**config.mk**
```make
export PLATFORM = sky130hd
export DESIGN_NAME = linear_layer_start_fifo_rd
export DESIGN_NICKNAME = d
export VERILOG_FILES = /design/src/rtl/linear_layer_start_fifo_rd_pkg.sv /design/src/rtl/linear_layer_start_fifo_srl.sv /design/src/rtl/linear_layer_start_fifo_rd.sv
export SDC_FILE = /design/constraint.sdc
export NUM_CORES = 1
export LEC_CHECK = 0
export BUFFER_PORTS_ARGS = -buffer_cell sky130_fd_sc_hd__buf_4
export CELL_PAD_IN_SITES_DETAIL_PLACEMENT = 0
export CELL_PAD_IN_SITES_GLOBAL_PLACEMENT = 2
export CORE_AREA = 2 2 39 41
export DETAILED_ROUTE_END_ITERATION = 8
export DIE_AREA = 0 0 41 43
export PLACE_DENSITY_LB_ADDON = 0.1
export REMOVE_ABC_BUFFERS = 1
export SLEW_MARGIN = 0
export SYNTH_ARGS = -nofsm -noshare
export SYNTH_HDL_FRONTEND = slang
export SYNTH_HIERARCHICAL = 1
export SYNTH_SLANG_ARGS = --single-unit
```
**constraint.sdc**
```tcl
create_clock -name clk -period 3.65 [get_ports clk]
set_input_delay 0.5475 -clock clk [delete_from_list [all_inputs] [get_ports clk]]
set_output_delay 0.5475 -clock clk [all_outputs]
set_load 0.05 [all_outputs]
```
**src/rtl/linear_layer_start_fifo_rd_pkg.sv**
```systemverilog
// Shared constants and helpers for the linear_layer_start read-side token FIFO.
package linear_layer_start_fifo_rd_pkg;

  localparam int DEFAULT_DEPTH      = 2;
  localparam int DEFAULT_ADDR_WIDTH = 1;

  // Occupancy counter needs one extra bit so that "full" (cnt == DEPTH) is representable.
  function automatic int cnt_width(input int addr_width);
    return addr_width + 1;
  endfunction

endpackage

```
**src/rtl/linear_layer_start_fifo_srl.sv**
```systemverilog
// Token storage: write-enabled shift chain with an addressed combinational read port.
module linear_layer_start_fifo_srl #(
  parameter int DATA_WIDTH = 1,
  parameter int ADDR_WIDTH = 1,
  parameter int DEPTH      = 2
) (
  input  logic                  clk,
  input  logic                  ce,
  input  logic [DATA_WIDTH-1:0] din,
  input  logic [ADDR_WIDTH-1:0] addr,
  output logic [DATA_WIDTH-1:0] dout
);

  logic [DATA_WIDTH-1:0] mem_r [0:DEPTH-1];

  // Shift chain; contents are deliberately left unreset.
  always_ff @(posedge clk) begin
    if (ce) begin
      mem_r[0] <= din;
      for (int i = 1; i < DEPTH; i++) begin
        mem_r[i] <= mem_r[i-1];
      end
    end
  end

  assign dout = mem_r[addr];

endmodule

```
**src/rtl/linear_layer_start_fifo_rd.sv**
```systemverilog
// Shift-register token FIFO with registered empty/full flags.
// Optional macro LINEAR_LAYER_START_FIFO_CNT_EN exposes the occupancy count as if_num_data_valid.
module linear_layer_start_fifo_rd
  import linear_layer_start_fifo_rd_pkg::*;
#(
  parameter int DATA_WIDTH = 1,
  parameter int ADDR_WIDTH = DEFAULT_ADDR_WIDTH,
  parameter int DEPTH      = DEFAULT_DEPTH
) (
  input  logic                  clk,
  input  logic                  reset_n,
  input  logic                  if_write,
  input  logic [DATA_WIDTH-1:0] if_din,
  output logic                  if_full_n,
  input  logic                  if_read,
  output logic [DATA_WIDTH-1:0] if_dout,
  output logic                  if_empty_n
`ifdef LINEAR_LAYER_START_FIFO_CNT_EN
  ,
  output logic [cnt_width(ADDR_WIDTH)-1:0] if_num_data_valid
`endif
);

  localparam int            CW      = cnt_width(ADDR_WIDTH);
  localparam logic [CW-1:0] DEPTH_C = CW'(DEPTH);

  logic [CW-1:0]         cnt_r;
  logic [CW-1:0]         cnt_nxt_s;
  logic [ADDR_WIDTH-1:0] addr_r;
  logic [ADDR_WIDTH-1:0] addr_nxt_s;
  logic                  empty_n_r;
  logic                  full_n_r;
  logic                  wr_s;
  logic                  rd_s;

  assign wr_s = if_write & full_n_r;
  assign rd_s = if_read & empty_n_r;

  // Next occupancy and read address; a simultaneous read+write leaves both unchanged.
  always_comb begin
    cnt_nxt_s = cnt_r;
    case ({wr_s, rd_s})
      2'b10:   cnt_nxt_s = cnt_r + CW'(1);
      2'b01:   cnt_nxt_s = cnt_r - CW'(1);
      default: cnt_nxt_s = cnt_r;
    endcase
    if (cnt_nxt_s != {CW{1'b0}}) begin
      addr_nxt_s = ADDR_WIDTH'(cnt_nxt_s - CW'(1));
    end else begin
      addr_nxt_s = {ADDR_WIDTH{1'b0}};
    end
  end

  // Control state; reset drops all tokens immediately.
  always_ff @(posedge clk or negedge reset_n) begin
    if (!reset_n) begin
      cnt_r     <= {CW{1'b0}};
      addr_r    <= {ADDR_WIDTH{1'b0}};
      empty_n_r <= 1'b0;
      full_n_r  <= 1'b1;
    end else begin
      cnt_r     <= cnt_nxt_s;
      addr_r    <= addr_nxt_s;
      empty_n_r <= (cnt_nxt_s != {CW{1'b0}});
      full_n_r  <= (cnt_nxt_s != DEPTH_C);
    end
  end

  linear_layer_start_fifo_srl #(
    .DATA_WIDTH (DATA_WIDTH),
    .ADDR_WIDTH (ADDR_WIDTH),
    .DEPTH      (DEPTH)
  ) u_srl (
    .clk  (clk),
    .ce   (wr_s),
    .din  (if_din),
    .addr (addr_r),
    .dout (if_dout)
  );

  assign if_empty_n = empty_n_r;
  assign if_full_n  = full_n_r;

`ifdef LINEAR_LAYER_START_FIFO_CNT_EN
  assign if_num_data_valid = cnt_r;
`endif

endmodule

```
==> run summary <==
The flow ran to the end, and the final reports show no timing, DRC or antenna violations. Headroom to the max-slew limit came out at 0.8389. The clock passes through at most 2 buffers. The maximum single-stage delay on the critical path is between 0.3 and 0.4 ns. The depth of the worst register-to-register path came out at 5.

For the worst-skew pair, the clock arrives at the later sink with an insertion delay of ~0.24 ns. The die covers 0.001763 mm². Measured on the finished design, the core utilization comes to 0.2920.

Between clock sinks in the finished design, the worst skew comes to 0.0005711 ns. The clock-pin transition on the worst setup and hold timing paths is around 0.050 ns. The via total after detailed routing is 220.

The startpoint-to-endpoint class of the critical path is register to primary output. The initial core utilization is 0.2260. The synthesized instance count came out at 25. The average vias per placed instance came out at about 4.3.

sky130_fd_sc_hd__dfrtp_1 takes more of the synthesized area than any other cell. Post-CTS repair changed the size of 0 cells. CTS built an H-tree with a depth of 1. The count of endpoints failing hold in the final timing report is 0. In the routed design, unresolved DRC markers number 0. After clock tree synthesis, the flow added hold-fix buffers numbering 0. The routed wire length came out at about 540 µm. The number of buffers inserted during clock tree synthesis is 3. Timing analysis after detailed placement gives a worst setup slack of roughly 2.0 ns.

The number of cells on the critical path came out at 2. Among all stages on the critical path, the largest delay is contributed by sky130_fd_sc_hd__dfrtp_1. The largest fanout on the critical path came out at 1.

After filler insertion, the fill cell instance count of the layout stands at around 150. The total power per unit cell area is 916.2 mW/mm². The signal arrival time at the worst endpoint is 1.10 ns.

The post-synthesis sequential area ratio came out at 0.5960. The number of max-slew violations in the final report is 0. The setup TNS after final layout is 0 ns. The wire length of the first global-routing pass is 890 µm. The first-pass iteration count of the detailed router is 3.

The largest voltage drop on the vdd net is 253.5 µV. The pin slew with the least headroom to its limit came out at approximately 0.24 ns. The initialized floorplan defines 14 standard-cell rows. The finished cells cover 404.1 µm².

In the post-route analysis, the smallest setup slack over all paths is 2.001 ns. The most critical setup path has its endpoint at if_dout. The critical register-to-register path startpoint is if_full_n. The detail-routed net length per standard cell is about 11 µm.

In this run the remaining antenna-violating nets after routing total 0. The highest clock rate is 606.5 MHz. The critical path goes through mux2_4, buf_4. The via count of the first global-routing pass is 227. For this design the static power due to leakage is 0.1833 nW. Setup repair after global routing left no endpoint under its margin. The initial antenna violation count is 0. Sorting the synthesized cells by area gives the leading types as sky130_fd_sc_hd__dfrtp_1 32%, sky130_fd_sc_hd__edfxtp_1 19%, sky130_fd_sc_hd__dfstp_2 8.4%. The height of the die is 43 µm. The tree built by TritonCTS fans out to 7 sinks. The minimum setup slack among reg-to-reg paths is 2.21 ns.

The layout overhead on the synthesized area is 29.20%. The count of buffers added on input and output ports is 7. In the finished design, the share of the clock period the worst path needs comes to 0.4517. TritonCTS built the clock tree. The classification of the worst-slack hold path is input port to async pin. STA classifies the critical path endpoint as a primary output. The iteration-0 DRC count of the detailed router is 10. In this run the critical register-to-register path is captured at if_full_n. The number of distinct library cells after synthesis came out at 15.

For this run, the number of Yosys warnings is 6. The average cell area after synthesis is around 13 µm². The placeable core region came out at 0.001384 mm². The time the worst path needs with I/O delays and setup came out at 1.649 ns. The floorplan die width came out at 41 µm. Together, buffers and inverters on the worst path number 1. The number of antenna cells inserted is 0. The cell area reported after detailed placement came out at roughly 380 µm². The area share of the leading cell type in the synthesized netlist is 0.3200. The clock tree root driver cell is sky130_fd_sc_hd__clkbuf_4.

The number of endpoints failing setup at the final stage is 0. STA classifies the critical path startpoint as a register. In this design, the largest share of critical-path delay is due to flip-flops. Tracing the worst setup path back leads to its startpoint at addr_r.

The post-synthesis instance area came out at 312.8 µm². Entering global routing, the biggest net connects 8 pins. The weighted congestion reported at the end of routability-driven placement came out at between 0.7 and 0.8.

For this run, the post-layout net count is 42. The tool flagged a number of max-cap violations equal to 0. Of the cells placed in the final design, the portion with a size suffix greater than 1 is 0.3714. During I/O placement, the number of pins put on the boundary was 8. After synthesis the netlist holds a flip-flop and latch count of 7. The overall overflow remaining after global route is 0. The setup fix buffers added after clock tree synthesis is 0. The worst path required time is 3.10 ns.

The total global routing track utilization came out at 0.08409.
## cells in the final DEF, fill, tap and decap left out
cell type,instances
sky130_fd_sc_hd__buf_4,7
sky130_fd_sc_hd__nand2_1,4
sky130_fd_sc_hd__dfrtp_1,4
sky130_fd_sc_hd__clkbuf_4,3
sky130_fd_sc_hd__inv_1,2
sky130_fd_sc_hd__xnor2_1,2
sky130_fd_sc_hd__xor2_1,2
sky130_fd_sc_hd__edfxtp_1,2
sky130_fd_sc_hd__and2_1,1
sky130_fd_sc_hd__nor3_1,1
sky130_fd_sc_hd__a31oi_1,1
sky130_fd_sc_hd__o22a_2,1
sky130_fd_sc_hd__o22ai_1,1
sky130_fd_sc_hd__ha_1,1
sky130_fd_sc_hd__clkbuf_1,1
sky130_fd_sc_hd__dfstp_2,1
sky130_fd_sc_hd__mux2_4,1
## flip-flops by register name, summed over array words and instances (netlist names)
name         count
u_srl/mem_r      2
cnt_r            2
if_empty_n       1
if_full_n        1
addr_r           1
## per-stage QoR
| step | cells | hold slack, ns | power [mW] |
|---|---|---|---|
| 2_1_floorplan | 24 | 0.2519 | 0.2660 |
| 3_3_place_gp | 47 | 0.3538 | 0.3048 |
| 3_5_place_dp | 47 | 0.3554 | 0.3077 |
| 4_1_cts | 51 | 0.08974 | 0.3774 |
| 5_1_grt | 51 | 0.08463 | 0.3998 |
| 6_report | 51 | 0.09640 | 0.3703 |
## area by class of cell
| cell class | count | area, µm² | area share |
|---|---|---|---|
| Sequential cell | 7 | 186.4 | 0.4613 |
| Multi-Input combinational cell | 15 | 111.4 | 0.2755 |
| Timing Repair Buffer | 7 | 52.55 | 0.1300 |
| Clock buffer | 4 | 26.28 | 0.06502 |
| Tap cell | 16 | 20.02 | 0.04954 |
| Inverter | 2 | 7.507 | 0.01858 |
## cells by family after synthesis
kind of cell	synth area share
DFF	0.5960
buffers and inverters	0.04802
and+or+nand+nor	0.08398
AOI/OAI and AO/OA	0.07203
muxes	0.04799
xor gates and xnor gates	0.1120
adders and majority gates	0.03999
## report_power, final
part           internal, mW  total (mW)  switching (mW)
Sequential            0.115       0.143          0.0281
Clock                0.0415      0.0674          0.0258
Combinational        0.0685       0.160          0.0914
Total                 0.225       0.370           0.145
## cell usage after synthesis, drive strengths merged
cell type	number
nand2	4
dfrtp	4
dfstp	1
ha	1
xnor2	2
xor2	2
mux2	1
a31oi	1
inv	2
buf	1
and2	1
nor3	1
o22ai	1
edfxtp	2
o22a	1
## worst min-delay path by stage
| stage | to | depth (start not counted) | from | slack (ns) |
|---|---|---|---|---|
| floorplan | addr_r | 0 | reset_n | 0.25 |
| global placement | cnt_r[1] | 1 | reset_n | 0.35 |
| detailed placement | if_empty_n | 1 | reset_n | 0.36 |
| CTS | cnt_r[0] | 1 | reset_n | 0.09 |
| global route | cnt_r[1] | 1 | reset_n | 0.08 |
| finish | if_empty_n | 1 | reset_n | 0.1 |
## routing by layer
| layer | GRT usage | vias to the layer above | share of wire |
|---|---|---|---|
| li1 | - | 105 | - |
| met1 | 0.07947 | 108 | 0.41 |
| met2 | 0.1188 | 7 | 0.49 |
| met3 | 0.06283 | 0 | 0.093 |
| met4 | 0.06000 | 0 | 0 |
| met5 | 0 | - | 0 |
(Power assumes the default switching activity.)
